## config.mk

```make
export PLATFORM = sky130hd
export DESIGN_NAME = ra_bist_march_32x32
export DESIGN_NICKNAME = d
export VERILOG_FILES = /design/src/rtl/ra_bist_march_32x32.sv
export SDC_FILE = /design/constraint.sdc
export NUM_CORES = 1
export LEC_CHECK = 0
export CAP_MARGIN = 20
export CORE_MARGIN = 8
export CORE_UTILIZATION = 45
export CTS_CLUSTER_DIAMETER = 80
export CTS_CLUSTER_SIZE = 30
export DETAILED_ROUTE_END_ITERATION = 12
export PLACE_DENSITY = 0.88
export SLEW_MARGIN = 10
export SYNTH_ARGS = -nofsm -noshare
export SYNTH_HDL_FRONTEND = slang
export SYNTH_SLANG_ARGS = --single-unit
```

## constraint.sdc

```tcl
create_clock -name clk -period 5.5 [get_ports clk]
set_clock_uncertainty 0.1 [all_clocks]
set_input_delay 0.825 -clock clk [delete_from_list [all_inputs] [get_ports clk]]
set_output_delay 0.825 -clock clk [all_outputs]
set_load 0.01 [all_outputs]
```

## src/rtl/ra_bist_march_32x32.sv

```systemverilog
// March C- BIST sequencer for the 32x32 register array.
// Drives array controls, compares both read ports and records the first miscompare.
module ra_bist_march_32x32 #(
  parameter int RD_LAT = 1
) (
  input  logic        clk,
  input  logic        reset,
  input  logic        start,
  input  logic [0:31] bg_pat,
  output logic        rd0_enb,
  output logic [0:4]  rd0_adr,
  input  logic [0:31] rd0_dat,
  output logic        rd1_enb,
  output logic [0:4]  rd1_adr,
  input  logic [0:31] rd1_dat,
  output logic        wr0_enb,
  output logic [0:4]  wr0_adr,
  output logic [0:31] wr0_dat,
  output logic        active,
  output logic        done,
  output logic        fail,
  output logic [0:31] status
);

  typedef enum logic [3:0] {IDLE, M0, M1, M2, M3, M4, M5, DRAIN, DONE} state_t;

  state_t      state_reg;
  logic [4:0]  adr_reg;
  logic        phase_reg;
  logic [0:31] bg_reg;
  logic        fail_reg;
  logic [4:0]  fail_adr_reg;
  logic [2:0]  fail_elem_reg;
  logic [1:0]  fail_port_reg;
  logic [15:0] cnt_reg;

  // One stage per cycle of read latency; the last stage lines up with returning data.
  logic        pv_reg    [RD_LAT];
  logic [0:31] pexp_reg  [RD_LAT];
  logic [4:0]  padr_reg  [RD_LAT];
  logic [2:0]  pelem_reg [RD_LAT];

  logic        two_op;
  logic        is_read;
  logic        is_write;
  logic        rd_one;
  logic        wr_one;
  logic [2:0]  elem;
  logic [0:31] exp_dat;
  logic        mis0;
  logic        mis1;

  always_comb begin
    two_op   = state_reg inside {M1, M2, M3, M4};
    is_read  = (two_op && !phase_reg) || (state_reg == M5);
    is_write = (state_reg == M0) || (two_op && phase_reg);
    rd_one   = state_reg inside {M2, M4};
    wr_one   = state_reg inside {M1, M3};
    case (state_reg)
      M0:      elem = 3'd0;
      M1:      elem = 3'd1;
      M2:      elem = 3'd2;
      M3:      elem = 3'd3;
      M4:      elem = 3'd4;
      M5:      elem = 3'd5;
      default: elem = 3'd7;
    endcase
    exp_dat = rd_one ? ~bg_reg : bg_reg;
    mis0    = pv_reg[RD_LAT-1] && (rd0_dat != pexp_reg[RD_LAT-1]);
    mis1    = pv_reg[RD_LAT-1] && (rd1_dat != pexp_reg[RD_LAT-1]);
  end

  assign rd0_enb = is_read;
  assign rd1_enb = is_read;
  assign rd0_adr = is_read ? adr_reg : 5'd0;
  assign rd1_adr = is_read ? adr_reg : 5'd0;
  assign wr0_enb = is_write;
  assign wr0_adr = is_write ? adr_reg : 5'd0;
  assign wr0_dat = is_write ? (wr_one ? ~bg_reg : bg_reg) : 32'd0;
  assign active  = state_reg inside {M0, M1, M2, M3, M4, M5, DRAIN};
  assign done    = (state_reg == DONE);
  assign fail    = fail_reg;
  assign status  = {active, done, fail_reg, elem, fail_adr_reg, fail_port_reg,
                    fail_elem_reg, cnt_reg};

  always_ff @(posedge clk or posedge reset) begin
    if (reset) begin
      state_reg     <= IDLE;
      adr_reg       <= 5'd0;
      phase_reg     <= 1'b0;
      bg_reg        <= 32'd0;
      fail_reg      <= 1'b0;
      fail_adr_reg  <= 5'd0;
      fail_elem_reg <= 3'd0;
      fail_port_reg <= 2'd0;
      cnt_reg       <= 16'd0;
      for (int i = 0; i < RD_LAT; i++) begin
        pv_reg[i]    <= 1'b0;
        pexp_reg[i]  <= 32'd0;
        padr_reg[i]  <= 5'd0;
        pelem_reg[i] <= 3'd0;
      end
    end else begin
      pv_reg[0]    <= is_read;
      pexp_reg[0]  <= exp_dat;
      padr_reg[0]  <= adr_reg;
      pelem_reg[0] <= elem;
      for (int i = 1; i < RD_LAT; i++) begin
        pv_reg[i]    <= pv_reg[i-1];
        pexp_reg[i]  <= pexp_reg[i-1];
        padr_reg[i]  <= padr_reg[i-1];
        pelem_reg[i] <= pelem_reg[i-1];
      end

      if (mis0 || mis1) begin
        fail_reg <= 1'b1;
        if (cnt_reg != 16'hFFFF) cnt_reg <= cnt_reg + 16'd1;
        if (!fail_reg) begin
          fail_adr_reg  <= padr_reg[RD_LAT-1];
          fail_elem_reg <= pelem_reg[RD_LAT-1];
          fail_port_reg <= {mis1, mis0};
        end
      end

      case (state_reg)
        IDLE, DONE: begin
          if (start) begin
            state_reg     <= M0;
            adr_reg       <= 5'd0;
            phase_reg     <= 1'b0;
            bg_reg        <= bg_pat;
            fail_reg      <= 1'b0;
            fail_adr_reg  <= 5'd0;
            fail_elem_reg <= 3'd0;
            fail_port_reg <= 2'd0;
            cnt_reg       <= 16'd0;
          end
        end
        M0: begin
          if (adr_reg == 5'd31) begin
            state_reg <= M1;
            adr_reg   <= 5'd0;
          end else begin
            adr_reg <= adr_reg + 5'd1;
          end
        end
        M1, M2: begin
          phase_reg <= ~phase_reg;
          if (phase_reg) begin
            if (adr_reg == 5'd31) begin
              state_reg <= (state_reg == M1) ? M2 : M3;
              adr_reg   <= (state_reg == M1) ? 5'd0 : 5'd31;
            end else begin
              adr_reg <= adr_reg + 5'd1;
            end
          end
        end
        M3, M4: begin
          phase_reg <= ~phase_reg;
          if (phase_reg) begin
            if (adr_reg == 5'd0) begin
              state_reg <= (state_reg == M3) ? M4 : M5;
              adr_reg   <= 5'd31;
            end else begin
              adr_reg <= adr_reg - 5'd1;
            end
          end
        end
        M5: begin
          if (adr_reg == 5'd0) begin
            state_reg <= DRAIN;
            adr_reg   <= 5'd0;
          end else begin
            adr_reg <= adr_reg - 5'd1;
          end
        end
        DRAIN: begin
          // adr doubles as the drain cycle counter
          if (adr_reg == 5'(RD_LAT - 1)) begin
            state_reg <= DONE;
            adr_reg   <= 5'd0;
          end else begin
            adr_reg <= adr_reg + 5'd1;
          end
        end
        default: state_reg <= IDLE;
      endcase
    end
  end

endmodule
```

==> metrics.txt <==
leak pwr=3.81 nW; vias in the first global route=5049; Crit Path Class=reg -> out; Final min period=4070 ps; share of cells above drive strength 1=5.30%; # H-tree levels=3; pwr dens=192 nW/um^2; Tot GR Track Use=19.5%; synthesized area per cell=9.35 um^2; top-level I/O count=184; FMAX=246 MHz; CP max FO=17; post-synth cell types=59; Layout area overhead=36.9%; Initial Utilization=46.0%; area occupied by multi-input gates=3050 um^2; routed len/inst=17.6 um; global-route wire length before repair=27.4 mm; Reg clk slew, reported paths=70 ps; Warnings, synthesis=0; die area=17500 um^2; register area share after synthesis=45.3%; CP required=4580 ps; Critical Path End Type=primary output; Via Count=5070; most frequent cells in the layout=clkdlybuf4s50_1, nand2_1, dfrtp_1; insertion delay to the later sink of the worst-skew pair=350 ps; final net count=910; period utilization=73.9%; Die Y-Extent=132 um; Final Hold Fails=0; CTS Sinks=110; setup tns final=0 ps; Port Buffers=183; HP Class=reg -> reg; Root Buffer=clkbuf_16; FF+latch area=2750 um^2; Core Util, Final=63.0%; initial antenna violation count=0; Gates resized, CTS repair=0; routability cong.=0.838; CTS tree=built; status=finished clean; cts hold-fix bufs=0; row cnt=42; top cell type's share of synthesized area=45.3%; drt via density=5.13; Synth Instances=649; grt ovf=0; cell taking the most area after synthesis=dfrtp_1; Clock Path Buffers=2; Tightest Pin Transition=1040 ps; pin count of the biggest net entering global routing=77; Post-route DRC=0; Filler cells=1059; Post-Syn Area=6070 um^2; crit path DAT=3140 ps; ant diodes=0; Synth Flop Type=dfrtp_1; EDFF count, synth=0; post-route ant nets=0; Detailed Route WL=17.4 mm; RSZ-0062 raised after global routing=no; Initial DRC Count=342; Slew HR=30.1%; TritonCTS Buffers=9; leading cell type in the layout, fill and taps excluded=clkdlybuf4s50_1; die width=132 um; Post-DP HPWL=12.9 mm; synthesized flop and latch total=110; startpoint type of the worst setup path=register; drt pass-1 iters=5; maximum vdd drop=0.173 mV; syn nets=752; Slew Viols, Final=0; postcts setup bufs=0; Setup Viol. Count Final=0; top cells by area, synth=dfrtp_1, xnor2_1, xor2_1; core area=13200 um^2; fraction of registers with async set/reset=100%; MaxCap Viol Count=0
[layout make-up]
| cell class | instances | share of cell area (%) |
|---|---|---|
| Timing Repair Buffer | 190 | 23.2 |
| Clock buffer | 11 | 3.04 |
| Tap cell | 176 | 2.65 |
| Inverter | 14 | 0.662 |
| Multi-Input combinational cell | 482 | 36.7 |
| Clock inverter | 5 | 0.677 |
| Sequential cell | 110 | 33.1 |
[through the flow]
step,worst slack (ps),cell area (um^2),power [mW],hold WS (ps),instances
after floorplan,1670,6070,0.853,312,649
after global placement,1790,7940,0.935,361,969
after detailed placement,1720,7940,0.937,360,969
after CTS,1400,8250,1.61,378,985
after global routing,1190,8310,1.65,402,988
final,1430,8310,1.60,381,988
[worst paths after layout]
check                                         startpoint                         to  slack (ps)  cells past startpoint
worst min register to register    adr_reg[1]$_DFFE_PP0P_      padr_reg[1]$_DFF_PP0_         380                      0
min in group asynchronous                          reset   state_reg[0]$_DFFE_PP0P_         950                      2
worst min-delay path              adr_reg[1]$_DFFE_PP0P_      padr_reg[1]$_DFF_PP0_         380                      0
max in group asynchronous                          reset  fail_adr_reg[4]$_DFF_PP0_        3340                      3
worst max register to register    adr_reg[0]$_DFFE_PP0P_   state_reg[0]$_DFFE_PP0P_        2770                      6
worst max-delay path            state_reg[1]$_DFFE_PP0P_                wr0_dat[11]        1430                      7
[where the power goes]
part | switching (mW) | leakage (nW) | internal (mW)
clock | 0.298 | 0.152 | 0.378
sequential | 0.00000000000578 | 1.45 | 0.808
combinational | 0.0392 | 2.21 | 0.0721
total | 0.338 | 3.81 | 1.26
[critical path: stages (launching register included)]
cell and delay (ps):
dfrtp_1 620, xor2_1 320, nand2b_1 170, nor2_4 540, buf_4 320, xnor2_1 90
nor2_1 100, clkdlybuf4s50_1 610
[cell families (layout without fill, tap and decap cells)]
group           count (synthesis)  in the layout  share of synthesized area (%)
simple gates                  269            269                           20.7
xor+xnor                      132            132                           19.0
flops                         110            110                           45.3
compound gates                 64             64                           7.28
buf+inv                        57            220                           4.68
mux                            12             12                           2.00
fa+ha+maj                       5              5                          0.989
[routing by layer]
layer	wire [um]	track usage, %	vias to the layer above
li1	-	-	2463
met1	7570	24.5	2440
met2	8740	32.8	147
met3	789	4.88	20
met4	271	5.23	0
met5	0	0	-
[synthesized netlist by cell type, types with 8 or more instances]
cell type and count:
clkbuf_1 16, buf_2 8, xor2_1 66, nor2_1 55, nand3_1 10, mux2i_1 11
nor3_1 9, dfrtp_1 110, buf_4 10, xnor2_1 66, nand2_1 127, inv_1 14
nand4_1 9, a21oi_1 16, nor4_1 17, o21ai_0 11
No activity file was read; power rests on OpenSTA's default activity.
